## src/rtl/prim_generic_rotshift_pipe.sv

```systemverilog
// prim_generic_rotshift_pipe: pipelined runtime barrel rotator/shifter with valid/ready flow control
module prim_generic_rotshift_pipe #(
    parameter int Width           = 32,
    parameter int AmtWidth        = 8,
    parameter int AmtBitsPerStage = 2,
    parameter int UserWidth       = 1
) (
    input  logic                 clk_i,
    input  logic                 rst_ni,
    input  logic                 clear_i,
    input  logic                 in_valid_i,
    output logic                 in_ready_o,
    input  logic [Width-1:0]     data_i,
    input  logic [AmtWidth-1:0]  amt_i,
    input  logic [2:0]           mode_i,
    input  logic [UserWidth-1:0] user_i,
    output logic                 out_valid_o,
    input  logic                 out_ready_i,
    output logic [Width-1:0]     data_o,
    output logic [UserWidth-1:0] user_o
);
    localparam int L  = $clog2(Width);
    localparam int B  = AmtBitsPerStage;
    localparam int S  = (L + B - 1) / B;
    localparam int CW = AmtWidth > 32 ? AmtWidth : 32;
    localparam logic [Width-1:0] ones = '1;

    if (Width < 2 || (Width & (Width - 1)) != 0) begin : g_bad_width
        $error("Width must be a power of two of at least 2");
    end
    if (AmtWidth < L) begin : g_bad_amt
        $error("AmtWidth must cover $clog2(Width)");
    end
    if (B < 1 || B > L) begin : g_bad_bps
        $error("AmtBitsPerStage must be in 1..$clog2(Width)");
    end

    logic                 v   [S];
    logic                 rdy [S+1];
    logic [Width-1:0]     d   [S];
    logic [L-1:0]         a   [S];
    logic [2:0]           m   [S];
    logic [UserWidth-1:0] u   [S];
    logic                 oor;
    logic [Width-1:0]     cap_d;
    logic [2:0]           cap_m;

    // Resolve amount bits owned by stage k; only bits below L can ever be set.
    function automatic logic [Width-1:0] step(input logic [Width-1:0] x, input logic [2:0] op,
                                              input logic [L-1:0] amt, input int k);
        logic [Width-1:0] r;
        logic [L-1:0]     t;
        int               sh;
        r = x;
        for (int j = 0; j < B; j++) begin
            t  = amt >> (k * B + j);
            sh = 1 << (k * B + j);
            if (t[0]) r = op == 3'd0 ? (r >> sh) | (r << (Width - sh)) :
                          op == 3'd1 ? (r << sh) | (r >> (Width - sh)) :
                          op == 3'd2 ? r >> sh :
                          op == 3'd3 ? r << sh :
                          op == 3'd4 ? (r >> sh) | (~(ones >> sh) & {Width{r[Width-1]}}) : r;
        end
        return r;
    endfunction

    // Out-of-range shifts are finished at capture and then travel as a plain pass-through.
    assign oor   = (mode_i == 3'd2 || mode_i == 3'd3 || mode_i == 3'd4) && CW'(amt_i) >= CW'(Width);
    assign cap_d = !oor ? data_i : mode_i == 3'd4 ? {Width{data_i[Width-1]}} : '0;
    assign cap_m = oor ? 3'd5 : mode_i;

    // Ready ripples back from the output so empty slots keep absorbing beats during a stall.
    always_comb begin
        rdy[S] = out_ready_i;
        for (int i = S - 1; i >= 0; i--) rdy[i] = !v[i] || rdy[i+1];
    end

    for (genvar k = 0; k < S; k++) begin : g_stage
        logic                 pv;
        logic [Width-1:0]     pd;
        logic [L-1:0]         pa;
        logic [2:0]           pm;
        logic [UserWidth-1:0] pu;
        if (k == 0) begin : g_head
            assign pv = in_valid_i;
            assign pd = cap_d;
            assign pa = amt_i[L-1:0];
            assign pm = cap_m;
            assign pu = user_i;
        end else begin : g_body
            assign pv = v[k-1];
            assign pd = d[k-1];
            assign pa = a[k-1];
            assign pm = m[k-1];
            assign pu = u[k-1];
        end
        // Slot occupancy; clear wins over any movement into the slot.
        always_ff @(posedge clk_i or negedge rst_ni) begin
            if (!rst_ni) v[k] <= 1'b0;
            else if (clear_i) v[k] <= 1'b0;
            else if (rdy[k]) v[k] <= pv;
        end
        // Payload loads only when a real beat moves in, so a stalled output holds still.
        always_ff @(posedge clk_i or negedge rst_ni) begin
            if (!rst_ni) begin
                d[k] <= '0;
                a[k] <= '0;
                m[k] <= '0;
                u[k] <= '0;
            end else if (rdy[k] && pv && !clear_i) begin
                d[k] <= step(pd, pm, pa, k);
                a[k] <= pa;
                m[k] <= pm;
                u[k] <= pu;
            end
        end
    end

    assign in_ready_o  = rdy[0];
    assign out_valid_o = v[S-1];
    assign data_o      = d[S-1];
    assign user_o      = u[S-1];
endmodule
```

## config.mk

```make
export PLATFORM = sky130hd
export DESIGN_NAME = prim_generic_rotshift_pipe
export DESIGN_NICKNAME = d
export VERILOG_FILES = /design/src/rtl/prim_generic_rotshift_pipe.sv
export SDC_FILE = /design/constraint.sdc
export NUM_CORES = 1
export LEC_CHECK = 0
export CORE_MARGIN = 3
export CORE_UTILIZATION = 25
export DETAILED_ROUTE_END_ITERATION = 7
export PLACE_DENSITY = 0.47
export SYNTH_ARGS = -nofsm -noshare
export SYNTH_HDL_FRONTEND = slang
export SYNTH_SLANG_ARGS = --single-unit
```

## constraint.sdc

```tcl
create_clock -name clk_i -period 3.1 [get_ports clk_i]
set_clock_uncertainty 0.05 [all_clocks]
set_input_delay 0.31 -clock clk_i [delete_from_list [all_inputs] [get_ports clk_i]]
set_output_delay 0.31 -clock clk_i [all_outputs]
set_load 0.01 [all_outputs]
```

; ---- Yosys cells after proc, flatten, opt, wreduce, memory -nomap -nowiden
; Cells that the tools add are included.
[classes]
eq_ne = 15
n_addsub = 0
order_cmp = 1
n_div = 0
n_mul = 0
n_reduce_logical = 22
mux = 41
n_bitwise = 14
n_shift = 0
[ops]
columns = op, count
row1 = 32-bit two-way mux, 34
row2 = 24-bit by 32-bit OR with 32-bit output, 2
row3 = 28-bit by 32-bit OR with 32-bit output, 2
row4 = 30-bit by 32-bit OR with 32-bit output, 2
row5 = 31-bit by 32-bit OR with 32-bit output, 2
row6 = 16-bit by 32-bit OR with 32-bit output, 1
row7 = 32-bit by 1-bit OR with 32-bit output, 1
row8 = 32-bit by 16-bit OR with 32-bit output, 1
row9 = 32-bit by 2-bit OR with 32-bit output, 1
row10 = 32-bit by 4-bit OR with 32-bit output, 1
row11 = 32-bit by 8-bit OR with 32-bit output, 1
row12 = 3-bit by 2-bit equality test with 1-bit output (second input constant), 8
row13 = 3-bit equality test (second input constant), 4
row14 = 3-bit by 1-bit equality test with 1-bit output (second input constant), 3
row15 = 3-bit logical NOT, 3
row16 = 8-bit by 6-bit >= comparator with 1-bit output (second input constant), 1
row17 = 1-bit logical AND, 7
row18 = 1-bit two-way mux, 6
row19 = 2-bit nonzero test, 3
row20 = 1-bit logical OR, 5
row21 = 1-bit logical NOT, 4
row22 = 3-bit two-way mux, 1
[word_totals]
n_memories = 0
reg_bits = 118
input_bits = 49
wordCells = 106
ram_bits = 0
rom_bits = 0
latch_bits = 0

; ---- Longest topological paths before layout
; Gate-level depths: netlist of the first run.
[logic_depth]
ltp_word = 20
mapped_depth = 10
ltp_nobuf = 7

; ---- Worst setup path after synthesis of the first run
; No wires, ideal clock.
[synth_path]
kind = input to register
from = in mode_i[1]
to = reg d (netlist bit g_stage[1].pd[24])
t_arrival_ns = 2.072
path_stages = 10
setup_slack_ns = 0.848
setup_time_ns = 0.130
cell_sequence = buf_2 > or2_1 > buf_2 > and4_4 > buf_6 > a2111oi_0 > nor2_1 > o32a_1 > o211ai_1 > o21ai_0
[synth_between]
elab_chain_len = 20
word_cells_on_any_way = 33
classes_between = eq/ne (7) / mux (16) / bitwise (6) / reduce/logical (4)
[synth_lines]
columns = item, line
row1 = from (decl), 15  ; input logic [2:0] mode_i,
row2 = 3-bit by 2-bit equality test with 1-bit output, 68  ; assign oor = (mode_i == 3'd2 || mode_i == 3'd3 || mode_i == 3'd4) && CW'(amt_i) >= CW'(Width);
row3 = 1-bit logical OR (2 in a row), 68
row4 = 1-bit logical AND, 68
row5 = 3-bit two-way mux / 32-bit two-way mux (equally long branches), "70, 69"
row6 = 3-bit equality test / 31-bit by 32-bit OR with 32-bit output (equally long branches), 62  ; op == 3'd4 ? (r >> sh) | (~(ones >> sh) & {Width{r[Width-1]}}) : r;
row7 = 32-bit two-way mux, 62
row8 = 32-bit two-way mux, 61  ; op == 3'd3 ? r << sh :
row9 = 32-bit two-way mux, 60  ; op == 3'd2 ? r >> sh :
row10 = (+3 left out), n/a
row11 = 32-bit two-way mux, 110  ; end else if (rdy[k] && pv && !clear_i) begin
row12 = 30-bit by 32-bit OR with 32-bit output, 62
row13 = 32-bit two-way mux, 62
row14 = 32-bit two-way mux, 61
row15 = 32-bit two-way mux, 60
row16 = 32-bit two-way mux, 59  ; op == 3'd1 ? (r << sh) | (r >> (Width - sh)) :
row17 = 32-bit two-way mux, 58  ; if (t[0]) r = op == 3'd0 ? (r >> sh) | (r << (Width - sh)) :
row18 = 32-bit two-way mux (*), 58
row19 = "to (signal, indexed assignment)", 111  ; d[k] <= step(pd, pm, pa, k);
row20 = to (decl), 40  ; logic [Width-1:0] d [S];
; Every way passes the cells marked *; elsewhere a longest branch is shown, timed or not. The select of a mux whose other input is x is not followed.
; A chain may end at the register's enable or synchronous reset.

; ---- Worst setup path after layout of the first run
[layout_path]
from = reg m (netlist bit g_stage[1].pm[1])
to = reg d (netlist bit g_stage[2].pd[2])
[layout_between]
elab_chain_len = 15
word_cells_on_any_way = 21
classes_between = eq/ne (4) / mux (13) / bitwise (3) / reduce/logical (1)
[layout_lines]
columns = item, line
row1 = from (decl), 42  ; logic [2:0] m [S];
row2 = "from (signal, indexed assignment)", 113  ; m[k] <= pm;
row3 = 3-bit equality test, 62
row4 = 32-bit two-way mux, 62
row5 = 32-bit two-way mux, 61
row6 = 32-bit two-way mux, 60
row7 = 32-bit two-way mux, 59
row8 = 32-bit two-way mux (2 in a row), 58
row9 = 32-bit two-way mux, 110
row10 = 24-bit by 32-bit OR with 32-bit output, 62
row11 = 32-bit two-way mux, 62
row12 = 32-bit two-way mux, 61
row13 = 32-bit two-way mux, 60
row14 = 32-bit two-way mux, 59
row15 = 32-bit two-way mux, 58
row16 = 32-bit two-way mux (*), 58
; Marked as above.

==> impl.org, run 1 <==
** Synth
- Summed instance area of the synthesized netlist :: 0.00886 mm^2
- In this run, synthesis produced a sequential element count of 112.
- The synthesized netlist contains 74 unique library cells.
- In the synthesized netlist the dominant register cell turns out to be sky130_fd_sc_hd__dfrtp_1.
- Sequential-to-total area share from yosys stat :: 31.6%
- Cell accounting for the most synthesized area :: sky130_fd_sc_hd__dfrtp_1
- Syn Inst Count :: 1148
- The number of nets handed over by synthesis was 1197.
- Summed over its instances, the top area cell type makes up 31.6% of the synthesized netlist area.
- Yosys instantiated no cell more often than sky130_fd_sc_hd__nand2_1.
- Number of flops mapped to enable cells by yosys :: 0
- In this run the mean area of a mapped cell was 7.72 um^2.
- Sorting the synthesized cells by area gives the leading types as sky130_fd_sc_hd__dfrtp_1 32%, sky130_fd_sc_hd__o21ai_0 7.5%, sky130_fd_sc_hd__nand2_1 6.9%.
- Fraction of synthesis flops using an asynchronous set or reset pin :: 100%
- In the synthesized netlist, the cells that appear most often are 162 x sky130_fd_sc_hd__nand2_1, 135 x sky130_fd_sc_hd__nor2_1, 133 x sky130_fd_sc_hd__o21ai_0.
- Number of warning messages in the yosys log :: 0

** Global routing
- Antenna violations before repair :: 0
- Entering global routing, the biggest net connects 56 pins.
- Total routing resource utilization after global routing :: 19.4%
- Wire length of the first global-routing pass :: 59.2 mm
- For this run the aggregate overflow at the end of global routing stands at 0.
- Via count of the first global-routing pass :: 9710

** Layout
- # nets final :: 1302
- Area overhead of the layout relative to synthesis :: 25.2%
- Final cell count without fillers :: 1713
- Number of diodes :: 0
- Fraction of final layout cells with drive strength greater than 1 :: 12.8%
- After routing the design area is 0.0111 mm^2.

** Drt
- Drt first-iter violations :: 1037
- Vias after detailed routing :: 10000
- Routed wire length per instance :: 21.9 um
- Residual DRC :: 0
- After detailed routing, the number of vias per cell comes to 5.85.
- The first detailed-routing pass ran for 8 iterations.
- Post-Route WL :: 37.5 mm
- The detail route stage leaves a number of antenna-violating nets equal to 0.

** Timing
- Summed over all failing endpoints, the final setup total negative slack is 0 ns.
- Subtracting the final worst setup slack from the clock period gives 2.80 ns.
- Final critical-path share of the clock period :: 90.4%
- Max Clk Rate :: 0.357 GHz
- Setup repair after global routing left no endpoint under its margin.
- Headroom to the max-slew limit :: 53.7%
- The number of failing hold endpoints at the final stage was 0.
- The count of pins over their slew limit came to 0.
- On the final layout, the worst hold slack is 0.355 ns.
- Setup violations remaining at the end of the flow were counted as 0.
- Slew of the pin with the lowest slew margin :: 0.694 ns

** Floorplan
- Core Box Area :: 0.0347 mm^2
- Width of the chip :: 194 um
- Std-Cell Rows :: 68
- Area of the die :: 0.0377 mm^2
- Die outline height :: 194 um
- For this configuration, the core starts out at a cell density of 25.5%.
- Pin placement for this block handled 84 I/O pins.

** Clock tree
- Buffer levels on the longest clock path :: 2
- Number of buffers created by CTS :: 9
- CTS tree :: done
- Number of clock sinks seen by CTS :: 112
- Clock latency on the worst-skew pair :: 0.37 ns
- The cell sitting at the root of the clock tree is a sky130_fd_sc_hd__clkbuf_16.
- H-tree lvl count :: 3
- Clock-pin slew on the worst setup and hold paths :: 0.08 ns

** Critical path
- The worst setup path is captured at a flop.
- Cells traversed along the worst timing path :: o21ai_1 -> nand2_1 -> buf_4 -> a22oi_1 -> o22ai_1 -> a221oi_1 -> nor2_1
- Counting both buffers and inverters, the worst setup path holds a total of 1.
- Critical-path top delay cell :: sky130_fd_sc_hd__a221oi_1
- The worst setup path is launched from a flop.
- Max FO, Critical Path :: 29
- Data on the critical path arrives at its endpoint at 2.98 ns.
- Crit path max-delay family :: compound AO/OA/AOI/OAI gates
- Kind of critical path :: flop to flop
- Worst Path Required :: 3.28 ns
- On the worst path, the slowest cell contributes a delay of 0.58 ns.

** Placed design
- Post-placement cell count :: 1696
- In this run the cell area measured after placement is 0.0107 mm^2.
- Number of buffers inserted by port buffering :: 83
- Summed over all nets, the half-perimeter wirelength after detailed placement is 28.5 mm.
- Routability-driven placement finished with a final weighted congestion of 0.967.

** Min path
- The tightest min-delay check is of the primary input to async pin type.

** Power and ir drop
- Power comes to 5.97 mW.
- Cell leakage power :: 4.46 nW
- Pwr dens :: 539 mW/mm^2
- IR analysis of the VDD net gives a maximum drop of 337 uV.

** Flow run
- MaxCap Viol Count :: 0

** Run status
- Outcome :: finished clean
==> layout by cell type, fill, tap and decap left out, types with 20 or more instances in the layout <==
cell,instances
sky130_fd_sc_hd__a21oi_1,64
sky130_fd_sc_hd__a221oi_1,38
sky130_fd_sc_hd__a22o_1,30
sky130_fd_sc_hd__a22oi_1,52
sky130_fd_sc_hd__buf_4,101
sky130_fd_sc_hd__clkdlybuf4s50_1,81
sky130_fd_sc_hd__dfrtp_1,112
sky130_fd_sc_hd__mux2i_1,24
sky130_fd_sc_hd__nand2_1,162
sky130_fd_sc_hd__nor2_1,135
sky130_fd_sc_hd__o21ai_0,133
sky130_fd_sc_hd__o221ai_1,20
sky130_fd_sc_hd__o22ai_1,35
==> state kept, by name (all words and copies together) (netlist names) <==
signal	flops
g_stage.pd	64
g_stage.pv	2
g_stage.pm	6
data_o	32
g_stage.pu	2
g_stage.pa	4
out_valid_o	1
user_o	1
==> routing by layer <==
| metal | vias up | track usage, % | routed length (um) |
|---|---|---|---|
| met3 | 69 | 3.04 | 2670 |
| met1 | 4846 | 26.6 | 16700 |
| met2 | 492 | 31.7 | 17100 |
| met4 | 0 | 5.53 | 1090 |
| met5 | - | 0 | 0 |
| li1 | 4620 | - | - |
==> path summary, 6_finish.rpt <==
path                                              startpoint                           end  slack [ns]  cells after the start
min in group clk_i                    data_o[22]$_DFFE_PN0P_        data_o[22]$_DFFE_PN0P_        0.43                      2
worst min register to register        data_o[22]$_DFFE_PN0P_        data_o[22]$_DFFE_PN0P_        0.43                      2
max in group asynchronous                             rst_ni  g_stage[1].pd[1]$_DFFE_PN0P_        1.82                      3
worst min-delay path                                  rst_ni         data_o[0]$_DFFE_PN0P_        0.36                      2
worst max-delay path            g_stage[1].pm[1]$_DFFE_PN0P_  g_stage[2].pd[2]$_DFFE_PN0P_        0.30                      7
worst max register to register  g_stage[1].pm[1]$_DFFE_PN0P_  g_stage[2].pd[2]$_DFFE_PN0P_        0.30                      7
==> power breakdown <==
part | switching [mW] | internal [mW] | total (mW)
registers | 0.373 | 1.82 | 2.20
logic | 1.40 | 1.09 | 2.49
clock network | 0.628 | 0.660 | 1.29
total | 2.40 | 3.57 | 5.97
==> final cells by class <==
class / count / area, um^2
timing repair buffer: 192 / 1740
multi-input combinational: 926 / 5600
tap: 455 / 569
fill: 3739 / 23600
inverter: 12 / 45.0
sequential: 112 / 2800
clock buffer: 9 / 225
clock inverter: 7 / 103
==> metrics by stage <==
step / utilization (%) / setup slack (ns)
2_1_floorplan: - / 0.848
3_3_place_gp: 31.0 / 0.0110
3_5_place_dp: 31.0 / 0.00705
4_1_cts: 31.9 / 0.376
5_1_grt: 31.9 / 0.137
6_report: 31.9 / 0.299
==> logic make-up after synthesis <==
group                  share of synthesized area [%]
AO/OA/AOI/OAI                                   41.0
buffers and inverters                           5.35
flip-flops                                      31.6
multiplexers                                    3.22
AND/OR/NAND/NOR                                 18.8
==> what timing repair did <==
action                                 in CTS  in global routing
setup buffers                               0                  0
hold buffers                                1                  0
endpoints found under the hold margin      26                  0
resized for setup                           0                  0
Note: power is estimated with default switching activity, not from simulation.
==> inputs of run 2 (changes only) <==
--- a/config.mk
+++ b/config.mk
@@ -5,7 +5,6 @@
 export SDC_FILE = /design/constraint.sdc
 export NUM_CORES = 1
 export LEC_CHECK = 0
-export CORE_MARGIN = 3
 export CORE_UTILIZATION = 25
 export DETAILED_ROUTE_END_ITERATION = 7
 export PLACE_DENSITY = 0.47
==> impl.org, run 2 (synthesis gave the netlist of run 1 again) <==
** Run status
- Outcome :: finished clean

** Floorplan
- Die outline height :: 190 um
- For this design the top-level I/O count stands at 84.
- The initial utilization of the core area, before any placement, comes to 25.5%.
- Core Box Area :: 0.0347 mm^2
- Width of the chip :: 190 um
- Row generation in the floorplan step produced 68 rows.
- The floorplan step defined a die boundary enclosing 0.0362 mm^2.

** Critical path
- Reg2reg path depth :: 7
- The kind of cell with the highest combined delay along the critical path is compound AO/OA/AOI/OAI gates.
- Data arrival, critical path :: 3.02 ns
- Traced cell by cell, the critical path runs through clkdlybuf4s50_1 -> buf_4 -> or2_0 -> or3_1 -> o311ai_0 -> o221ai_1 -> a22oi_1 -> buf_4 -> o221ai_1 -> a21oi_1.
- Max FO, Critical Path :: 7
- The worst setup path is captured at a flop.
- Kind of critical path :: primary input to flop
- The startpoint identified for the worst register-to-register timing path is g_stage[1].pm[2]$_DFFE_PN0P_.
- Worst reg2reg endpoint :: g_stage[2].pd[15]$_DFFE_PN0P_
- For this design, the slowest cell found on the critical path is sky130_fd_sc_hd__clkdlybuf4s50_1.
- CP startpoint kind :: primary input
- Worst Path Required :: 3.34 ns
- Critical path buffers and inverters :: 3
- Setup slack on the worst reg-to-reg path comes out at 0.42 ns.
- Largest stage delay, worst path :: 0.49 ns

** Min path
- The worst hold path terminates at g_stage[1].pa[4]$_DFFE_PN0P_.
- Hold Path Depth :: 3
- In this run the most critical hold path is launched from amt_i[4].
- The worst hold path belongs to the class primary input to flop.

** Drt
- Vias per inst :: 5.80
- In the routed design, unresolved DRC markers number 0.
- The highest layer touched by signal routing is met4.
- For this block, wires on met1 add up to 16.6 mm.
- After detailed routing, the total wire length is 37.1 mm.
- Drt first-iter violations :: 953
- In the detailed route, the total length drawn on met2 is 17.3 mm.
- Total length of routed met3 wires :: 2.16 mm
- Final ANT Viol Nets :: 0
- Dividing the detail-routed wire length by the instance count gives 21.5 um.
- Vias after detailed routing :: 9991
- Count of TritonRoute iterations in the first routing pass :: 5

** Power and ir drop
- Pwr dens :: 529 mW/mm^2
- Clk network pwr share :: 20.4%
- In this run switching power makes up 40.5% of total power.
- Combinational cell fraction of total power :: 42.1%
- Internal power summed over all cells :: 3.50 mW
- Max VDD drop :: 255 uV
- Sequential cells account for 37.4% of the total power.
- In this run the static leakage power is 4.48 nW.
- The analysis attributes to net switching a power of 2.38 mW.

** Layout
- Area overhead of the layout relative to synthesis :: 25.4%
- The multi-input combinational cells in the finished layout cover a total of 0.00560 mm^2.
- # nets final :: 1311
- Commonest non-fill, non-tap cells in the layout :: 162 x sky130_fd_sc_hd__nand2_1, 135 x sky130_fd_sc_hd__nor2_1, 133 x sky130_fd_sc_hd__o21ai_0
- The sequential cells in the finished layout cover a total of 0.00280 mm^2.
- Post-route core utilization :: 32.0%
- Fill cells :: 3708
- Commonest non-fill, non-tap cell in the layout :: sky130_fd_sc_hd__nand2_1
- Flip-flop count of the largest register, all copies and words added :: 64
- Number of diodes :: 0
- Fraction of final layout cells with drive strength greater than 1 :: 13.4%

** Timing
- The number of failing hold endpoints at the final stage is 0.
- Setup repair after global routing missed its margin :: no
- Headroom to the max-slew limit :: 47.8%
- Slew of the pin with the lowest slew margin :: 0.780 ns
- Final Worst Setup Slack :: 0.322 ns
- The count of pins over their slew limit is 0.
- Final critical-path share of the clock period :: 89.6%
- # setup viols final :: 0
- Based on the critical path, the design can be clocked at up to 0.360 GHz.
- The smallest clock period supported by the final layout is computed as 2.78 ns.

** Clock tree
- Clock latency on the worst-skew pair :: 0.37 ns
- Root Driver :: sky130_fd_sc_hd__clkbuf_16
- Number of clock sinks seen by CTS :: 112
- TritonCTS built the clock tree.
- The H-tree generated during clock tree synthesis spans 3 levels.
- Number of buffers created by CTS :: 9
- Buffers inserted during post-CTS setup optimization :: 0
- In this run the deepest clock path goes through 2 buffers.
- Clock-pin slew on the worst setup and hold paths :: 0.09 ns

** Placed design
- OpenSTA, run right after detailed placement, puts the worst setup slack at 0.0259 ns.
- Gp weighted congestion :: 0.925
- Buffers placed on the I/O ports in this run total 83.
- Half-perimeter wire length after placement :: 28.2 mm

** Global routing
- Wire length of the first global-routing pass :: 58.5 mm
- Global routing used 20.7% of the available tracks.
- Via count of the first global-routing pass :: 9599
- The number of antenna violations at the first check in global routing is 0.
- Entering global routing, the biggest net connects 58 pins.
- The total overflow left after global routing is 0.

** Flow run
- Max-cap violations in this run came to 0.
-- run 2: worst max-delay path by stage --
stage	cells after the start	endpoint	startpoint
2_1_floorplan	10	g_stage[1].pd[24]$_DFFE_PN0P_	mode_i[1]
3_3_place_gp	10	g_stage[1].pd[18]$_DFFE_PN0P_	mode_i[2]
3_5_place_dp	10	g_stage[1].pd[20]$_DFFE_PN0P_	mode_i[1]
4_1_cts	10	g_stage[1].pd[18]$_DFFE_PN0P_	mode_i[1]
5_1_grt	9	g_stage[1].pd[4]$_DFFE_PN0P_	mode_i[1]
6_report	10	g_stage[1].pd[18]$_DFFE_PN0P_	mode_i[1]
-- run 2: layout make-up --
cell class              instances  area share, %
well taps                     455           5.12
repair buffers                201           16.2
multi-input cells             926           50.4
clock inverters                 7          0.653
clock buffers                   9           2.03
flip-flops and latches        112           25.2
inverters                      12          0.405
-- run 2: layer usage --
layer | vias to the layer above | global-route usage [%]
met3 | 71 | 2.26
met4 | 0 | 8.12
met2 | 455 | 33.9
met1 | 4828 | 27.7
met5 | - | 0
li1 | 4637 | -
-- run 2: tightest hold or removal path, stage by stage --
cell                              delay [ns]
sky130_fd_sc_hd__clkdlybuf4s50_1        0.40
sky130_fd_sc_hd__nand2_1                0.05
sky130_fd_sc_hd__nand2_1                0.04
-- run 2: timing repair --
item / 4_1_cts / 5_1_grt
endpoints found under the hold margin: 25 / 0
hold buffers: 1 / 0
gates resized for setup: 0 / 0
-- run 2: power by group through the flow --
stage / logic, mW / clock network (mW) / registers, mW
floorplan: 1.40 / 0 / 2.15
global placement: 2.45 / 0 / 2.22
detailed placement: 2.45 / 0 / 2.23
CTS: 2.45 / 1.24 / 2.20
global route: 2.74 / 1.29 / 2.25
finish: 2.48 / 1.20 / 2.20
-- run 2: through the flow --
stage	cells	hold slack, ns	power (mW)	setup TNS, ns	area, um^2
after global placement	1705	0.381	4.67	-0.00229	10800
after global routing	1722	0.428	6.27	0	11100
final	1722	0.405	5.87	0	11100
after detailed placement	1705	0.383	4.67	0	10800
after floorplan	1148	-0.0356	3.55	0	8860
after CTS	1722	0.401	5.89	0	11100
==> inputs of run 3 (changes only) <==
--- a/config.mk
+++ b/config.mk
@@ -5,9 +5,9 @@
 export SDC_FILE = /design/constraint.sdc
 export NUM_CORES = 1
 export LEC_CHECK = 0
-export CORE_UTILIZATION = 25
+export CORE_UTILIZATION = 54
 export DETAILED_ROUTE_END_ITERATION = 7
-export PLACE_DENSITY = 0.47
+export PLACE_DENSITY = 0.82
 export SYNTH_ARGS = -nofsm -noshare
 export SYNTH_HDL_FRONTEND = slang
 export SYNTH_SLANG_ARGS = --single-unit
==> impl.org, run 3 (synthesis gave the netlist of run 1 again) <==
** Clock tree
- Clock-pin slew was measured on the worst setup and hold paths at 0.09 ns.
- No sink is reached through more buffers than the 2 on the longest clock path.
- The number of setup buffers added after CTS is 0.
- The tree is rooted in a sky130_fd_sc_hd__clkbuf_16.
- The later pin in the worst-skew pair is clocked with a latency of 0.36 ns.
- Number of buffers created by CTS :: 9
- TritonCTS built the clock tree.
- In this run the number of H-tree levels came out at 3.
- Once the clock tree was built, the resizer swapped 0 gates to a different size.
- Buffers inserted to repair hold after CTS numbered 0.
- Counting every sink on the clock net gives 112.

** Critical path
- Data arrives at the worst endpoint at 2.92 ns.
- The critical path starts at mode_i[1].
- The critical path is of the primary input to flop type.
- RR Startpoint :: g_stage[1].pm[2]$_DFFE_PN0P_
- Along the worst path, the maximum fanout reaches 27.
- Element type at the critical path end :: flop
- STA classifies the critical path startpoint as a primary input.
- Worst Path Required :: 3.30 ns

** Layout
- Counting the fill cells in the layout gives 1373.
- Commonest non-fill, non-tap cells in the layout :: 162 x sky130_fd_sc_hd__nand2_1, 135 x sky130_fd_sc_hd__nor2_1, 133 x sky130_fd_sc_hd__o21ai_0
- The repair_antennas step left the layout with diodes totalling 0.
- Flip-flop count of the largest register, all copies and words added :: 64
- Leaving out fill and tap cells, the most frequent cell in the layout is sky130_fd_sc_hd__nand2_1.
- The area growth from synthesis to layout is 21.1%.
- The post-route netlist has 12.7% of its cells at a drive strength greater than 1.
- Once layout is done, the placed cells without fillers occupy 0.0107 mm^2.
- At the end of the flow, the number of nets in the layout was 1300.

** Timing
- In this run the tightest slew margin relative to its limit is 28.4%.
- Setup repair after global routing missed its margin :: no
- The number of failing hold endpoints at the final stage came to 0.
- At the pin with the least slew margin, the transition time is 1.07 ns.
- Max Clk Rate :: 0.368 GHz
- The worst path uses 87.6% of the clock period.
- Worst-case hold slack :: 0.0830 ns
- Counting I/O delays and the setup requirement, the final critical path takes 2.72 ns.
- The count of pins over their slew limit was 0.
- Setup violations remaining at the end of the flow were counted as 0.
- Final sum of negative setup slack :: 0 ns

** Min path
- The tightest min-delay check is of the primary input to async pin type.

** Floorplan
- Core Box Area :: 0.0159 mm^2
- In this run the horizontal extent of the chip is 130 um.
- The die is 130 um tall.
- Std-Cell Rows :: 46
- The die covers 0.0169 mm^2.
- Initial core utilization :: 55.6%
- # IOs :: 84

** Run status
- Outcome :: finished, violations left
- Violations in the final reports :: DRC

** Flow run
- Max-cap violations in this run came to 0.

** Power and ir drop
- For this design the static power due to leakage is 4.43 nW.
- Max VDD drop :: 298 uV
- Pwr dens :: 547 mW/mm^2

** Drt
- Vias after detailed routing :: 10400
- Post-Route WL :: 35.0 mm
- After detailed routing, the average wire length per cell comes to 23.8 um.
- The count of nets left with antenna violations once routing finished came out at 0.
- Drt first-iter violations :: 1402
- In the routed layout, each cell is associated on average with a via count of 7.05.
- The first TritonRoute pass finished after 8 iterations.
- In the routed design, unresolved DRC markers number 35.

** Global routing
- Wire length of the first global-routing pass :: 53.4 mm
- Antenna violations before repair :: 0
- GRT Residual Overflow :: 0
- Total routing resource utilization after global routing :: 41.9%
- Via count of the first global-routing pass :: 9514
- Entering global routing, the biggest net connects 83 pins.

** Placed design
- Number of buffers inserted by port buffering :: 83
- In this run the cell area measured after placement is 0.0104 mm^2.
- Gp weighted congestion :: 1.07
- Half-perimeter wire length after placement :: 26.2 mm
[run 3: final timing paths]
check	endpoint	slack, ns	cells after the start
setup / recovery	g_stage[1].pd[21]$_DFFE_PN0P_	0.38	9
hold / removal	data_o[15]$_DFFE_PN0P_	0.08	1
setup reg to reg	g_stage[2].pd[24]$_DFFE_PN0P_	0.47	7
hold reg to reg	data_o[29]$_DFFE_PN0P_	0.43	2
max in group asynchronous	data_o[13]$_DFFE_PN0P_	2.04	2
min in group clk_i	data_o[29]$_DFFE_PN0P_	0.43	2
[run 3: metrics by stage]
step / worst slack, ns / std cells / utilization, % / power (mW)
after floorplan: 0.848 / 1148 / - / 3.55
after CTS: 0.455 / 1472 / 67.3 / 5.79
after global placement: 0.129 / 1456 / 65.4 / 4.56
final: 0.384 / 1472 / 67.3 / 5.87
after detailed placement: 0.0924 / 1456 / 65.4 / 4.64
after global routing: 0.247 / 1472 / 67.3 / 6.17
[run 3: per-layer routing]
layer,global-route usage [%],share of wire [%]
met5,0,0
met4,31.0,7.6
met2,68.2,46
met1,49.5,37
met3,7.79,9.3
[run 3: worst max-delay path, stage by stage]
cell                              delay (ns)
sky130_fd_sc_hd__clkdlybuf4s50_1        0.44
sky130_fd_sc_hd__buf_12                 0.17
sky130_fd_sc_hd__o41ai_2                0.48
sky130_fd_sc_hd__nand2_1                0.20
sky130_fd_sc_hd__o32ai_1                0.51
sky130_fd_sc_hd__a22o_1                 0.36
sky130_fd_sc_hd__o21ai_0                0.12
sky130_fd_sc_hd__a211oi_1               0.25
sky130_fd_sc_hd__a21oi_1                0.07
[run 3: where the power goes]
group	switching [mW]	total [mW]	internal [mW]
Combinational	1.38	2.47	1.09
Sequential	0.401	2.22	1.82
Clock	0.596	1.17	0.572
Total	2.38	5.87	3.49
[run 3: cell type report]
cell class / count / area [um^2] / share of cell area [%]
clock inverters: 7 / 72.6 / 0.676
clock buffers: 9 / 225 / 2.10
inverters: 12 / 45.0 / 0.420
multi-input cells: 926 / 5600 / 52.2
flip-flops and latches: 112 / 2800 / 26.1
well taps: 216 / 270 / 2.52
repair buffers: 190 / 1710 / 16.0
